<file path="config.mk">
export PLATFORM = sky130hd
export DESIGN_NAME = charlieplex_pwm_framebuffer
export DESIGN_NICKNAME = d
export VERILOG_FILES = /design/src/rtl/charlieplex_pkg.sv /design/src/rtl/charlieplex_pwm_timebase.sv /design/src/rtl/charlieplex_pwm_framebuffer.sv
export SDC_FILE = /design/constraint.sdc
export NUM_CORES = 1
export LEC_CHECK = 0
export BUFFER_PORTS_ARGS = -buffer_cell sky130_fd_sc_hd__buf_2
export CELL_PAD_IN_SITES_DETAIL_PLACEMENT = 0
export CELL_PAD_IN_SITES_GLOBAL_PLACEMENT = 1
export CORE_MARGIN = 2
export CORE_UTILIZATION = 37
export CTS_CLUSTER_DIAMETER = 30
export DETAILED_ROUTE_END_ITERATION = 12
export GPL_ROUTABILITY_DRIVEN = 0
export PLACE_DENSITY_LB_ADDON = 0.1
export SLEW_MARGIN = 20
export SYNTH_ARGS = -nofsm -noshare
export SYNTH_HDL_FRONTEND = slang
export SYNTH_SLANG_ARGS = --single-unit
</file>
<file path="constraint.sdc">
create_clock -name clk -period 5.8 [get_ports clk]
set_clock_uncertainty 0.2 [all_clocks]
set_input_delay 0.58 -clock clk [delete_from_list [all_inputs] [get_ports clk]]
set_output_delay 0.58 -clock clk [all_outputs]
set_load 0.01 [all_outputs]
</file>
<file path="src/rtl/charlieplex_pkg.sv">
// Shared definitions for the charlieplex PWM framebuffer: brightness width default,
// pixel-index width helper and FSM state encoding.
package charlieplex_pkg;

  localparam int BRIGHT_BITS_DEFAULT = 4;

  localparam logic [0:0] ST_ACCEPT  = 1'b0;
  localparam logic [0:0] ST_PENDING = 1'b1;

  function automatic int idx_width(input int n);
    return (n > 1) ? $clog2(n) : 1;
  endfunction

endpackage

</file>
<file path="src/rtl/charlieplex_pwm_timebase.sv">
// PWM timebase: prescaler of SCAN_DIV clocks per step, 2**BRIGHTBITS-1 steps per period.
// boundary is high during the last cycle of a period (its edge starts the next one).
module charlieplex_pwm_timebase #(
  parameter int SCAN_DIV   = 12,
  parameter int BRIGHTBITS = 4
) (
  input  logic                  clk,
  input  logic                  rst_n,
  output logic [BRIGHTBITS-1:0] step,
  output logic                  boundary
);
  localparam int PW = (SCAN_DIV > 1) ? $clog2(SCAN_DIV) : 1;
  localparam logic [PW-1:0]         PRE_LAST  = PW'(SCAN_DIV - 1);
  localparam logic [BRIGHTBITS-1:0] STEP_LAST = BRIGHTBITS'((1 << BRIGHTBITS) - 2);

  logic [PW-1:0] prescaler;
  logic          pre_wrap;

  assign pre_wrap = (prescaler == PRE_LAST);
  assign boundary = pre_wrap && (step == STEP_LAST);

  always_ff @(posedge clk or negedge rst_n) begin
    if (!rst_n) begin
      prescaler <= '0;
      step      <= '0;
    end else begin
      prescaler <= pre_wrap ? '0 : prescaler + 1'b1;
      if (pre_wrap) step <= (step == STEP_LAST) ? '0 : step + 1'b1;
    end
  end

endmodule

</file>
<file path="src/rtl/charlieplex_pwm_framebuffer.sv">
// Double-buffered PWM framebuffer: pixelstate registered 1 clk after front/step; wr_ready drops
// while a commit waits for the period boundary. CHARLIEPLEX_GAMMA_EN enables square-law write gamma.
module charlieplex_pwm_framebuffer
  import charlieplex_pkg::*;
#(
  parameter int PIXELCOUNT = 12,
  parameter int BRIGHTBITS = BRIGHT_BITS_DEFAULT,
  parameter int SCAN_DIV   = 12
) (
  input  logic                                clk,
  input  logic                                rst_n,
  input  logic                                wr_valid,
  output logic                                wr_ready,
  input  logic [idx_width(PIXELCOUNT)-1:0]    wr_addr,
  input  logic [BRIGHTBITS-1:0]               wr_data,
  input  logic                                commit,
  output logic                                busy,
  output logic                                period_start,
  output logic [PIXELCOUNT-1:0]               pixelstate
);
  localparam int AW = idx_width(PIXELCOUNT);
  localparam logic [AW:0] PIX_LIMIT = (AW + 1)'(PIXELCOUNT);

  logic [0:0]            state;
  logic                  first_cycle;
  logic [BRIGHTBITS-1:0] step;
  logic                  boundary;
  logic [BRIGHTBITS-1:0] store_data;
  logic [BRIGHTBITS-1:0] front [PIXELCOUNT];
  logic [BRIGHTBITS-1:0] back  [PIXELCOUNT];

  charlieplex_pwm_timebase #(
    .SCAN_DIV   (SCAN_DIV),
    .BRIGHTBITS (BRIGHTBITS)
  ) u_timebase (
    .clk      (clk),
    .rst_n    (rst_n),
    .step     (step),
    .boundary (boundary)
  );

`ifdef CHARLIEPLEX_GAMMA_EN
  localparam int GW = 2 * BRIGHTBITS + 1;
  // Rounding by 2**B-1 is a true ceiling, so 1 and full scale map onto themselves.
  localparam logic [GW-1:0] ROUND = GW'((1 << BRIGHTBITS) - 1);
  localparam logic [GW-1:0] MAXV  = GW'((1 << BRIGHTBITS) - 1);
  logic [2*BRIGHTBITS-1:0] sq;
  logic [GW-1:0]           scaled;

  always_comb begin
    sq         = {{BRIGHTBITS{1'b0}}, wr_data} * {{BRIGHTBITS{1'b0}}, wr_data};
    scaled     = ({1'b0, sq} + ROUND) >> BRIGHTBITS;
    store_data = (scaled > MAXV) ? '1 : scaled[BRIGHTBITS-1:0];
  end
`else
  assign store_data = wr_data;
`endif

  assign wr_ready = (state == ST_ACCEPT);
  assign busy     = (state == ST_PENDING);

  always_ff @(posedge clk or negedge rst_n) begin
    if (!rst_n) begin
      state        <= ST_ACCEPT;
      first_cycle  <= 1'b1;
      period_start <= 1'b0;
      pixelstate   <= '0;
      for (int i = 0; i < PIXELCOUNT; i++) begin
        front[i] <= '0;
        back[i]  <= '0;
      end
    end else begin
      first_cycle  <= 1'b0;
      period_start <= first_cycle | boundary;
      for (int i = 0; i < PIXELCOUNT; i++) pixelstate[i] <= (front[i] > step);

      if (state == ST_ACCEPT) begin
        // Out-of-range addresses still handshake; their data is dropped.
        if (wr_valid && ({1'b0, wr_addr} < PIX_LIMIT)) back[wr_addr] <= store_data;
        if (commit) state <= ST_PENDING;
      end else if (boundary) begin
        for (int i = 0; i < PIXELCOUNT; i++) front[i] <= back[i];
        state <= ST_ACCEPT;
      end
    end
  end

endmodule

</file>
==> results of run 1 <==
cells by family after synthesis:
kind of cell	after synthesis	share of synthesized area
xor gates and xnor gates	2	0.00318
DFF	119	0.540
buffers and inverters	28	0.0229
adders and majority gates	49	0.111
AOI/OAI and AO/OA	43	0.0434
muxes	98	0.206
other	1	0.000680
and+or+nand+nor	68	0.0722
where the power goes:
group / total [mW] / internal (mW) / switching, mW
clock: 0.924 / 0.582 / 0.342
combinational: 0.0430 / 0.0119 / 0.0312
sequential: 0.847 / 0.843 / 0.00460
through the flow:
step                      utilization  instance area, sq um  cells  worst slack (ns)
after floorplan                     -                  5510    408              3.79
after global placement          0.401                  5830    609              2.93
after detailed placement        0.401                  5830    609              2.87
after CTS                       0.437                  6350    639              2.86
after global routing            0.437                  6350    639              2.75
final                           0.437                  6350    639              2.90
layer usage:
metal | track usage | share of wire
met1 | 0.194 | 0.48
met5 | 0 | 0
met2 | 0.238 | 0.48
met3 | 0.0484 | 0.029
met4 | 0.0504 | 0.010
placed cells by master (no fill, tap or decap), drive strengths merged, types with 12 or more instances in the layout:
| cell | instances |
|---|---|
| buf | 28 |
| mux2 | 97 |
| ha | 49 |
| a21oi | 13 |
| o21ai | 23 |
| nand4 | 12 |
| nor2 | 21 |
| clkbuf | 26 |
| nor2b | 12 |
| dfrtp | 118 |
| inv | 17 |
state kept, by name, summed over array words and instances (netlist names):
name,count
busy,1
pixelstate,12
front,48
back,48
period_start,1
u_timebase.prescaler,4
first_cycle,1
u_timebase.step,4
final cells by class:
type	instances	area share
clock buffer	26	0.0787
timing repair buffer	28	0.0233
sequential	119	0.469
multi-input combinational	261	0.379
clock inverter	4	0.00315
inverter	17	0.0101
tap	184	0.0363
final timing paths:
check	endpoint	slack, ns	cells after the start
setup / recovery	front[23]	2.90	4
hold / removal	pixelstate[10]	0.07	1
setup reg to reg	front[23]	2.90	4
hold reg to reg	u_timebase.prescaler[0]	0.27	1
max in group asynchronous	front[21]	4.08	2
min in group clk	busy	0.17	2
worst register-to-register path: cells and delay by family, from the launching register on:
family	cells	cell delay (ns)
buffers and inverters	1	0.54
flip-flops	1	0.92
AND/OR/NAND/NOR	2	0.70
multiplexers	1	0.42
==> results.toml, run 1 <==
[run_status]
outcome = "complete, no violations"

[sta]
holdWs_ns = 0.0745
fin_crit_sh = 0.501
tightest_slew_ns = 0.894
slew_viol_final = 0
period_minus_slack_ns = 2.90
hold_violations = 0
tns_ns = 0
fmax_mhz = 344
rsz0062_at_grt = "false"
setup_violations = 0
slew_headroom = 0.404

[cts]
clkTransAtPathRegs_ns = 0.05
ctsResizeCount = 0
ctsLongestPathBuffers = 2
worstSkewPairLatency_ns = 0.41
post-cts-setup-buffers = 0
cts_made_buffers = 17
postCtsHoldBufs = 0
clock_sinks = 119
cts_tree = "yes"
clockRootBuffer = "clkbuf_16"
htreeDepth = 4

[logic_synthesis]
ys_seq_area_frac = 0.540
syn_area_sq_mm = 0.00551
synth.distinct_cells = 36
synth_area_leaders = "dfrtp_1, mux2_2, ha_1, mux2_4, o21ai_0"
synthFlopType = "dfrtp_1"
syn_avg_cell_area_sq_um = 13.5
synth_area_leader_cell = "dfrtp_1"
synth_edf_count = 0
post-synth-top-count-cell = "dfrtp_1"
ys_seq_elements = 119
yosysWarnings = 0
synthArstFlopShare = 1.00
synth_common_cells = "dfrtp_1, mux2_2, ha_1, o21ai_0, nor2_1"
synthCells = 408
syn_nets = 469
netlist.area_leader.share = 0.536

[floorplan]
fp.coreArea_sq_mm = 0.0145
die_h_um = 126
rows = 44
dieArea_sq_mm = 0.0159
fp.dieW_um = 126
initial_core_util = 0.379
ios = 27

[global_routing]
antenna_found_initial = 0
grt_pass1_wl_um = 17900
grt_max_degree = 66
overflow = 0
grt_pass1_vias = 3315
grtUsageTotal = 0.150

[route]
routedWlPerCell_um = 17.0
firstDrtPassIters = 4
viasPerCell = 5.06
vias = 3234
drc = 0
drt_iter0_markers = 100
wl_um = 10900
postRouteAntennaNets = 0

[finish]
nNetsFinal = 505
area_delta_synth_final_pct = 15.1
drive_above_1_share = 0.345
diodes = 0
multi_input_area_sq_mm = 0.00241
fillers = 1368
seqCellArea_sq_mm = 0.00298

[critical_path]
worstSetupStartpoint = "u_timebase.step[0]"
endpoint_kind = "flop"
path_max_fanout = 32
cp_top_family = "flip-flops"
reg2reg_from = "u_timebase.step[0]"
crit_path_max_incr_delay_ns = 0.92
critical_path_required_ns = 5.89
crit_slowest_cell = "dfrtp_1"
worstSetupPathType = "flop to flop"
path_cells = "and4b_1 > nand3_2 > buf_4 > mux2_2"
arrival_ns = 3.00
cp_num_buf_inv = 1
cp-start-kind = "flop"

[power]
p_leak_nw = 3.25
power_density_mw_per_mm2 = 286
irDropWorstVdd_mv = 0.188
power.total_mw = 1.81

[placement]
numPortBuffers = 26
dp_hpwl_um = 6860

[run]
max-cap-violations = 0

[hold_path]
hp-class = "input port to asynchronous set/reset pin"
(Power assumes the default switching activity.)
==> run 2: changes to the inputs <==
- ABC_AREA: not set -> 1
- clock period: 5.8 -> 2.7 ns (I/O delays scaled with it)
==> run 2 against run 1 <==
Synthesized cell count is 70% higher. Hold slack worse by 0.045 ns. Cell count is 49% higher. Power is 120% higher. Die area is 5.7% higher. Via count is 41% higher. Critical path type unchanged. Highest routed layer unchanged.
==> results.toml, run 2 <==
[run_status]
outcome = "complete, no violations"

[critical_path]
path_cells = "nand2_2 > nor2_4 > buf_4 > nand4_1 > nand2_1"
path_max_fanout = 30
cp-start-kind = "flop"
worstSetupPathType = "flop to flop"
crit_path_max_incr_delay_ns = 0.44
arrival_ns = 2.14
endpoint_kind = "flop"
critical_path_required_ns = 2.85
crit_slowest_cell = "nor2_4"

[sta]
tns_ns = 0
slew_viol_final = 0
fmax_mhz = 502
holdWs_ns = 0.0290
period_minus_slack_ns = 1.99
slew_headroom = 0.478
tightest_slew_ns = 0.782
rsz0062_at_grt = "false"
setup_ws_ns = 0.710
fin_crit_sh = 0.737
setup_violations = 0
hold_violations = 0

[route]
routedWlPerCell_um = 15.1
wl_um = 14400
drc = 0
drt_iter0_markers = 218
vias = 4572
firstDrtPassIters = 4
postRouteAntennaNets = 0
viasPerCell = 4.82

[finish]
diodes = 0
area_delta_synth_final_pct = 16.2
layout_commonest_cell = "nand2_1"
drive_above_1_share = 0.0949
layoutNonFillerInstCount = 949
postLayoutCellArea_sq_mm = 0.00678
top_regs = "back (48), front (48), pixelstate (12)"
final_cell_mix = "nand2_1, dfrtp_1, inv_1, nand4_1, ha_1"
fillers = 1591
nNetsFinal = 789
utilization = 0.443

[placement]
dp_hpwl_um = 9740
dp_slack_ns = 0.733
placed_cell_area_sq_mm = 0.00624
numPortBuffers = 26
dpl.cell_count = 918

[power]
power.total_mw = 3.93
p_leak_nw = 3.87
irDropWorstVdd_mv = 0.480
power_density_mw_per_mm2 = 580

[logic_synthesis]
synth_area_leaders = "dfrtp_1, nand2_1, ha_1, nand4_1, inv_1"
syn_nets = 755
synth.distinct_cells = 21
ys_seq_area_frac = 0.511
synthArstFlopShare = 1.00
synth_area_leader_cell = "dfrtp_1"
ys_seq_elements = 119
post-synth-top-count-cell = "nand2_1"
synthCells = 694
syn_avg_cell_area_sq_um = 8.41
syn_area_sq_mm = 0.00584
yosysWarnings = 0
synth_edf_count = 0
synthFlopType = "dfrtp_1"
netlist.area_leader.share = 0.506
synth_common_cells = "nand2_1, dfrtp_1, inv_1, nand4_1, ha_1"

[floorplan]
fp.coreArea_sq_mm = 0.0153
dieArea_sq_mm = 0.0168
fp.dieW_um = 130
die_h_um = 130
ios = 27
initial_core_util = 0.381
rows = 45

[global_routing]
grt_pass1_vias = 4543
grt_pass1_wl_um = 23900
antenna_found_initial = 0
grtUsageTotal = 0.189
overflow = 0
grt_max_degree = 58

[cts]
cts_tree = "yes"
cts_made_buffers = 17
worstSkewPairLatency_ns = 0.42
clockRootBuffer = "clkbuf_16"
postCtsHoldBufs = 2
clkTransAtPathRegs_ns = 0.05
clock_sinks = 119
ctsLongestPathBuffers = 2
ctsResizeCount = 0
post-cts-setup-buffers = 0
htreeDepth = 4

[run]
max-cap-violations = 0

[hold_path]
hp-class = "input port to flop"
==> run 2: cell count changes after synthesis, sizes merged, moves of 13 or more <==
cell	previous run	this run
inv	17	57
nand2	4	296
nor2	21	39
mux2	97	0
nand4	12	50
o21ai	23	9
a21oi	13	26
==> run 2: critical path, delay by kind of cell (launching register included) <==
| family | cells | cell delay [ns] |
|---|---|---|
| buf+inv | 1 | 0.42 |
| simple gates | 4 | 0.87 |
| flops | 1 | 0.42 |
==> run 2: final cells by class <==
cell class / instances / area (sq um) / area share
inverters: 57 / 214 / 0.0315
clock buffers: 25 / 505 / 0.0745
flip-flops and latches: 119 / 2980 / 0.439
clock inverters: 4 / 20.0 / 0.00295
multi-input cells: 492 / 2520 / 0.372
repair buffers: 41 / 275 / 0.0406
well taps: 211 / 264 / 0.0389
==> run 2: worst paths after layout <==
check | slack, ns | startpoint | cells past startpoint | to
max | 0.71 | u_timebase.step[2] | 5 | front[5]
max reg2reg | 0.71 | u_timebase.step[2] | 5 | front[5]
max in group asynchronous | 1.31 | rst_n | 3 | first_cycle
min | 0.03 | wr_data[1] | 3 | back[9]
min in group asynchronous | 0.28 | rst_n | 2 | pixelstate[0]
min reg2reg | 0.27 | u_timebase.prescaler[0] | 1 | u_timebase.prescaler[0]
==> run 2: layer usage <==
metal | track usage | part of all wire | routed length, um
met1 | 0.268 | 0.52 | 7410
met2 | 0.293 | 0.45 | 6400
met3 | 0.0343 | 0.024 | 340
met4 | 0.0664 | 0.015 | 212
met5 | 0 | 0 | 0
==> run 2: cell families after synthesis <==
kind of cell | synth area share
AO/OA/AOI/OAI | 0.0467
flip-flops | 0.511
other | 0.000643
AND/OR/NAND/NOR | 0.279
buffers and inverters | 0.0583
adder cells (fa/ha/maj) | 0.105
==> run 2: power breakdown <==
group	internal, mW	switching (mW)	total, mW
combinational	0.0198	0.0705	0.0903
sequential	1.79	0.00380	1.80
clock	1.27	0.774	2.05
==> run 3: changes to the inputs <==
- ABC_AREA: 1 -> 0
- clock period: 2.7 -> 1.7 ns (I/O delays scaled with it)
==> run 3 against run 2 <==
The run now ends with negative setup slack left. Cell area up 2.1%. Register-to-register slack worse by 0.85 ns. Critical path depth stayed put. Global-route usage decreased by 2.3 points. Power grew 73%. Cell count is 29% lower. Die area down 5.4%. Core utilization grew 3.4 points. Hold slack worse by 0.0073 ns. Sequential share of layout area down 0.86 points. Highest routed layer unchanged. Largest power group unchanged.
==> results.toml, run 3 (synthesis gave the netlist of run 1 again) <==
[power]
power_density_mw_per_mm2 = 981
power.total_mw = 6.79
p_leak_nw = 3.52
irDropWorstVdd_mv = 0.710

[sta]
fmax_mhz = 543
setup_ws_ns = -0.141
slew_viol_final = 0
holdWs_ns = 0.0217
fin_crit_sh = 1.08
rsz0062_at_grt = "true"
setup_violations = 60
tns_ns = -6.87
hold_violations = 0
period_minus_slack_ns = 1.84

[finish]
layout_commonest_cell = "dfrtp_1"
nNetsFinal = 535
drive_above_1_share = 0.419
diodes = 0
top_regs = "back (48), front (48), pixelstate (12)"
area_delta_synth_final_pct = 25.6
final_cell_mix = "dfrtp_1, mux2_2, ha_1, buf_2"

[run_status]
violations = "negative setup slack"
outcome = "finished, violations left"

[route]
postRouteAntennaNets = 0
routedWlPerCell_um = 17.5
drc = 0
wl_um = 11700
drt_iter0_markers = 118
viasPerCell = 4.93
firstDrtPassIters = 4
vias = 3306

[floorplan]
initial_core_util = 0.379
rows = 44
fp.dieW_um = 126
fp.coreArea_sq_mm = 0.0145
die_h_um = 126
ios = 27
dieArea_sq_mm = 0.0159

[global_routing]
overflow = 0
grt_pass1_vias = 3555
antenna_found_initial = 0
grt_max_degree = 36
grt_pass1_wl_um = 19700
grtUsageTotal = 0.167

[critical_path]
worstSetupStartpoint = "u_timebase.prescaler[1]"
arrival_ns = 1.94
critical_path_required_ns = 1.80
worstSetupPathType = "flop to flop"
crit_path_max_incr_delay_ns = 0.39
crit_path_end = "front[27]"
endpoint_kind = "flop"
path_cells = "ha_2 > and3b_1 > nand3_4 > buf_12 > mux2_2"
reg2regPathDepth = 5
path_max_fanout = 18
cp-start-kind = "flop"
reg2reg_slack_ns = -0.14
crit_slowest_cell = "dfrtp_1"
reg2reg_from = "u_timebase.prescaler[1]"
worst_r2r_endpoint = "front[27]"

[cts]
cts_tree = "yes"
cts_made_buffers = 17
clkTransAtPathRegs_ns = 0.05
worstSkewPairLatency_ns = 0.41
htreeDepth = 4
clock_sinks = 119
ctsLongestPathBuffers = 2
clockRootBuffer = "clkbuf_16"

[placement]
dp_hpwl_um = 7610
numPortBuffers = 26

[hold_path]
hp-class = "input port to asynchronous set/reset pin"

[run]
max-cap-violations = 0
## run 3: repair_timing
item	4_1_cts	5_1_grt
hold endpoints to repair	124	0
gates resized for setup	8	21
pin swaps	3	4
buffers inserted	0	2
setup endpoints to repair	73	92
cloned	1	0
hold buffers	3	0
## run 3: layout make-up
cell class / instances / area, sq um
clock buffers: 25 / 505
clock inverters: 7 / 115
fillers: 1320 / 7610
inverters: 17 / 66.3
multi-input cells: 261 / 2510
flip-flops and latches: 119 / 2980
well taps: 184 / 230
repair buffers: 58 / 515
## run 3: critical path: cells and delay by family, from the launching register on
family        cells  cell delay [ns]
mux               1             0.35
simple gates      2             0.38
fa+ha+maj         1             0.21
flops             1             0.39
buf+inv           1             0.20
## run 3: stage by stage
step	instances	utilization	setup WS, ns	cell area [sq um]
finish	671	0.476	-0.141	6920
global route	671	0.476	-0.203	6920
global placement	633	0.423	-0.180	6140
detailed placement	633	0.423	-0.208	6140
CTS	669	0.472	-0.155	6850
floorplan	408	-	-0.224	5560
## run 3: report_power, final
part           total, mW  switching [mW]  internal, mW
Clock               3.72            1.23          2.49
Sequential          2.89          0.0160          2.87
Combinational      0.183           0.115        0.0685
Total               6.79            1.36          5.44
## run 3: worst min-delay path by stage
stage | startpoint | slack [ns] | endpoint
final | rst_n | 0.02 | u_timebase.prescaler[2]
after global routing | rst_n | 0.03 | u_timebase.prescaler[2]
after CTS | rst_n | 0.02 | u_timebase.prescaler[2]
after detailed placement | rst_n | -0.09 | u_timebase.prescaler[2]
after global placement | rst_n | -0.09 | u_timebase.prescaler[2]
after floorplan | rst_n | -0.33 | back[0]
## run 3: layer usage
layer  track usage  wire length, um  vias to the layer above
met2         0.271             5810                       26
met1         0.209             5450                     1665
met4        0.0646              184                        0
li1              -                -                     1600
met5             0                0                        -
met3        0.0501              301                       15
